==> src/rtl/ga_lsu_responder.sv <==
// Ibex LSU data-bus responder backing a word-addressed scratch array with fixed-latency, in-order responses.
// Optional grant stalling from an internal LFSR is enabled by defining GA_LSU_RESP_STALL_EN.
module ga_lsu_responder #(
  parameter logic [31:0] BaseAddr       = 32'h0002_0000,
  parameter int unsigned NumWords       = 64,
  parameter int unsigned Latency        = 1,
  parameter int unsigned MaxOutstanding = 2
) (
  input  logic        clk_i,
  input  logic        rst_i,
  input  logic        data_req_i,
  output logic        data_gnt_o,
  input  logic        data_we_i,
  input  logic [3:0]  data_be_i,
  input  logic [31:0] data_addr_i,
  input  logic [31:0] data_wdata_i,
  output logic        data_rvalid_o,
  output logic [31:0] data_rdata_o,
  output logic        data_err_o,
  output logic        busy_o
);

  localparam int unsigned IdxW = $clog2(NumWords);
  localparam int unsigned CntW = 3;
  localparam logic [31:0] WinBytes = 32'(NumWords * 4);

  typedef struct packed {
    logic        valid;
    logic        err;
    logic [31:0] data;
  } resp_t;

  localparam int unsigned PipeW = Latency * $bits(resp_t);

  logic [31:0]           mem_q [NumWords];
  resp_t [Latency-1:0]   pipe_q;
  resp_t                 stage0;
  logic [CntW-1:0]       cnt_q, cnt_d;
  logic                  busy_q;
  logic [31:0]           off;
  logic                  in_range;
  logic [IdxW-1:0]       idx;
  logic                  stall;
  logic                  rvalid;

  assign off      = data_addr_i - BaseAddr;
  assign in_range = off < WinBytes;
  assign idx      = off[IdxW+1:2];

`ifdef GA_LSU_RESP_STALL_EN
  logic [7:0] lfsr_q;

  // Fibonacci LFSR, taps for x^8+x^6+x^5+x^4+1
  always_ff @(posedge clk_i or posedge rst_i) begin
    if (rst_i) begin
      lfsr_q <= 8'hA5;
    end else begin
      lfsr_q <= {lfsr_q[6:0], lfsr_q[7] ^ lfsr_q[5] ^ lfsr_q[4] ^ lfsr_q[3]};
    end
  end

  assign stall = lfsr_q[0];
`else
  assign stall = 1'b0;
`endif

  // Slot accounting uses the pre-edge count; a retiring response frees its slot next cycle
  assign data_gnt_o = data_req_i & ~rst_i & ~stall & (cnt_q < CntW'(MaxOutstanding));

  assign rvalid        = pipe_q[Latency-1].valid;
  assign data_rvalid_o = rvalid;
  assign data_err_o    = rvalid & pipe_q[Latency-1].err;
  assign data_rdata_o  = rvalid ? pipe_q[Latency-1].data : '0;
  assign busy_o        = busy_q;

  always_comb begin
    stage0 = '0;
    if (data_gnt_o) begin
      stage0.valid = 1'b1;
      if (!in_range) begin
        stage0.err = 1'b1;
      end else if (!data_we_i) begin
        stage0.data = mem_q[idx];
      end
    end
  end

  always_comb begin
    cnt_d = cnt_q;
    if (data_gnt_o && !rvalid) begin
      cnt_d = cnt_q + 1'b1;
    end else if (!data_gnt_o && rvalid) begin
      cnt_d = cnt_q - 1'b1;
    end
  end

  // Shift by concatenation and truncation so a single-stage pipeline needs no special case
  always_ff @(posedge clk_i or posedge rst_i) begin
    if (rst_i) begin
      pipe_q <= '0;
      cnt_q  <= '0;
      busy_q <= 1'b0;
    end else begin
      pipe_q <= PipeW'({pipe_q, stage0});
      cnt_q  <= cnt_d;
      busy_q <= (cnt_d != '0);
    end
  end

  always_ff @(posedge clk_i or posedge rst_i) begin
    if (rst_i) begin
      for (int unsigned w = 0; w < NumWords; w++) begin
        mem_q[w] <= '0;
      end
    end else if (data_gnt_o && data_we_i && in_range) begin
      for (int unsigned b = 0; b < 4; b++) begin
        if (data_be_i[b]) begin
          mem_q[idx][8*b +: 8] <= data_wdata_i[8*b +: 8];
        end
      end
    end
  end

endmodule
==> config.mk <==
export PLATFORM = sky130hd
export DESIGN_NAME = ga_lsu_responder
export DESIGN_NICKNAME = d
export VERILOG_FILES = /design/src/rtl/ga_lsu_responder.sv
export SDC_FILE = /design/constraint.sdc
export NUM_CORES = 2
export LEC_CHECK = 0
export ABC_AREA = 0
export CAP_MARGIN = 0
export CELL_PAD_IN_SITES_DETAIL_PLACEMENT = 1
export CELL_PAD_IN_SITES_GLOBAL_PLACEMENT = 2
export CORE_MARGIN = 2
export CORE_UTILIZATION = 46
export CTS_CLUSTER_SIZE = 40
export DETAILED_ROUTE_END_ITERATION = 8
export GPL_ROUTABILITY_DRIVEN = 0
export MAX_ROUTING_LAYER = met4
export PLACE_DENSITY = 0.8
export SLEW_MARGIN = 20
export SYNTH_ARGS = -nofsm -noshare
export SYNTH_HDL_FRONTEND = slang
export SYNTH_SLANG_ARGS = --single-unit
==> constraint.sdc <==
create_clock -name clk_i -period 82.3 [get_ports clk_i]
set_input_delay 12.345 -clock clk_i [delete_from_list [all_inputs] [get_ports clk_i]]
set_output_delay 12.345 -clock clk_i [all_outputs]
set_load 0.03 [all_outputs]
==> results.md <==
- Leakage power total: 50.12 nW
- Vias per cell: 6.439
- Most used DFF post-synth: dfrtp_1
- Antenna-violating nets left: 0
- Rows: 166
- Worst setup EP type: primary output
- Max Freq: 0.03724 GHz
- DRT Pass-1 Iters: 5
- Die Y-Extent: 458.8 microns
- Maxcap violations: 0
- Util after Layout: 51.84%
- Min cycle time layout: 26.85 ns
- Setup_tns: 0 ns
- Setup CP Type: in2out
- RSZ-0062 raised after global routing: false
- CTS Buffer Depth: 3
- Area delta synth->final: 11.79%
- Synth area leader: dfrtp_1
- Synthesized area per cell: 14.05 sq um
- Setup Fix Bufs, Post-CTS: 0
- Buffers on Ports: 105
- Initial antenna violation count: 24
- Hpwl dp: 189.9 mm
- Filler cell count: 19.66k
- Switching share of power: 23.82%
- Status: finished, final reports clean
- YS warnings: 0
- Vias: 61.74k
- # hold bufs at CTS: 0
- Total Power: 0.002176 W
- Setup ws final: 55.45 ns
- CP Data Arrival Time: 14.51 ns
- Worst skew pair latency: 0.88 ns
- Clock transition at path regs: 0.05 ns
- Top cell type's share of synthesized area: 54.86%
- Tcrit/Tclk final: 32.62%
- DP Worst Slack: 55.45 ns
- Startpoint Class: input pin
- Final nets: 6778
- Synth top area cells: dfrtp_1, mux2_2, mux4_2
- CP Max Fanout: 39
- Gate power share: 5.2%
- Reg power frac: 47.1%
- Rel. slew slack: 15.85%
- Yosys cell types: 67
- First-pass GRT wire length: 472.0 mm
- Hold Fails Final Rpt: 0
- Die W: 458.8 microns
- Mapped Nets: 6847
- # IOs: 108
- Netlist Area Pre-Place: 95160 sq um
- Post-synth EDFFs: 0
- WL/cell: 33.24 microns
- CP required: 69.96 ns
- Most frequent cells in the layout: mux2_2, dfrtp_1, nor2_2, a221oi_1, clkbuf_16
- Pwr dens: 20.46 nW/um^2
- Worst Max-Slew Pin Slew: 1.258 ns
- CTS tree: built
- Slew Limit Fails: 0
- Hold Path Class: reg2reg
- Number of DRC markers in iteration 0: 5576
- Proportion of layout cells with a drive suffix above 1: 46.64%
- DR DRC count: 0
- DIE AREA: 210500 sq um
- Clock root cell: clkbuf_16
- Maximum vdd drop: 0.00002487 V
- Core area: 205200 sq um
- Int Pwr: 0.001658 W
- PostCTS Resize Cnt: 0
- Sequential element share of the synthesized area: 54.86%
- Initial Util: 46.37%
- Most common cell after layout, fill and taps aside: mux2_2
- Routed WL: 318.7 mm
- Final setup fails: 0
- Aggregate global routing overflow: 0
- H-tree depth: 4
- FF+latch count, synth: 2086
- Total CTS buffers: 220
- Vias in the first global route: 66.33k
- Sw power: 0.0005183 W
- Gr usage total: 31.26%
- Ys async rst share: 100.0%
- Syn Inst Count: 6772
- Clock share of power: 47.6%
- Skew final: 0.03575 ns
- Largest net degree at the start of global routing: 196
- Sink Count: 2086
[layout make-up]
type                    count  area (sq um)  area share (%)
diodes                     15         37.54         0.03529
clock buffers             347          6894           6.481
clock inverters            57         651.9          0.6128
well taps                2688          3363           3.162
inverters                   9         53.80         0.05058
flip-flops and latches   2086         52200           49.07
repair buffers            261          2217           2.084
multi-input cells        4125         40960           38.50
[worst max-delay path, stage by stage]
cell and delay (ns):
clkdlybuf4s50_1 0.50, inv_8 0.30, nand3_1 0.40, inv_1 0.17, clkdlybuf4s50_1 0.69
[final timing paths]
| kind | startpoint | end | slack, ns | cells after the start |
|---|---|---|---|---|
| worst min-delay path | mem_q[305] | mem_q[305] | 0.50 | 1 |
| min in group asynchronous | rst_i | mem_q[1303] | 11.90 | 2 |
| worst max-delay path | rst_i | data_gnt_o | 55.45 | 5 |
| worst max register to register | cnt_q[1] | mem_q[1160] | 78.17 | 8 |
| max in group asynchronous | rst_i | mem_q[1882] | 65.92 | 8 |
| worst min register to register | mem_q[305] | mem_q[305] | 0.50 | 1 |
[metal layers]
| layer | GRT usage, % | part of all wire [%] | vias to the layer above |
|---|---|---|---|
| met5 | - | 0 | - |
| met2 | 48.30 | 47 | 2051 |
| li1 | - | - | 25120 |
| met4 | 10.60 | 3.4 | 0 |
| met1 | 42.44 | 43 | 33990 |
| met3 | 4.630 | 5.9 | 580 |
[flip-flops by register name (all words and copies together) (netlist names)]
register       flops
data_rvalid_o      1
cnt_q              3
busy_o             1
pipe_q            33
mem_q           2048
[Yosys cell counts (21+ instances only)]
cell / instances
a21oi_1: 113
a221o_1: 34
a221oi_1: 250
a22o_1: 39
a22oi_1: 132
a31oi_1: 31
and2_1: 37
and3_1: 21
buf_1: 99
buf_2: 57
clkbuf_1: 396
dfrtp_1: 2086
mux2_2: 2195
mux2i_1: 199
mux4_2: 168
nand2_1: 103
nand4_1: 41
nor2_1: 127
nor2_2: 251
o21ai_0: 104
o22ai_1: 84
[per-stage QoR]
| stage | cells | hold WS [ns] | cell area (sq um) |
|---|---|---|---|
| 3_5_place_dp | 9167 | 0.4902 | 98700 |
| 3_3_place_gp | 9166 | 0.4811 | 98680 |
| 5_1_grt | 9584 | 0.5136 | 106400 |
| 4_1_cts | 9571 | 0.5032 | 106200 |
| 6_report | 9588 | 0.4996 | 106400 |
| 2_1_floorplan | 6772 | 0.4722 | 95160 |
[cell families after synthesis]
kind of cell | share of synthesized area [%]
AOI/OAI and AO/OA | 7.010
xor gates and xnor gates | 0.04603
adders and majority gates | 0.03945
buffers and inverters | 2.288
DFF | 54.86
muxes | 32.04
and+or+nand+nor | 3.717
[power groups by stage]
stage          Clock, W  Sequential (W)  Combinational, W
2_1_floorplan         0         0.00105         0.0000607
3_3_place_gp          0         0.00104          0.000110
3_5_place_dp          0         0.00104          0.000113
4_1_cts         0.00105         0.00103          0.000113
5_1_grt         0.00109         0.00102          0.000119
6_report        0.00104         0.00103          0.000114
Power figures use the tool's default switching activity.
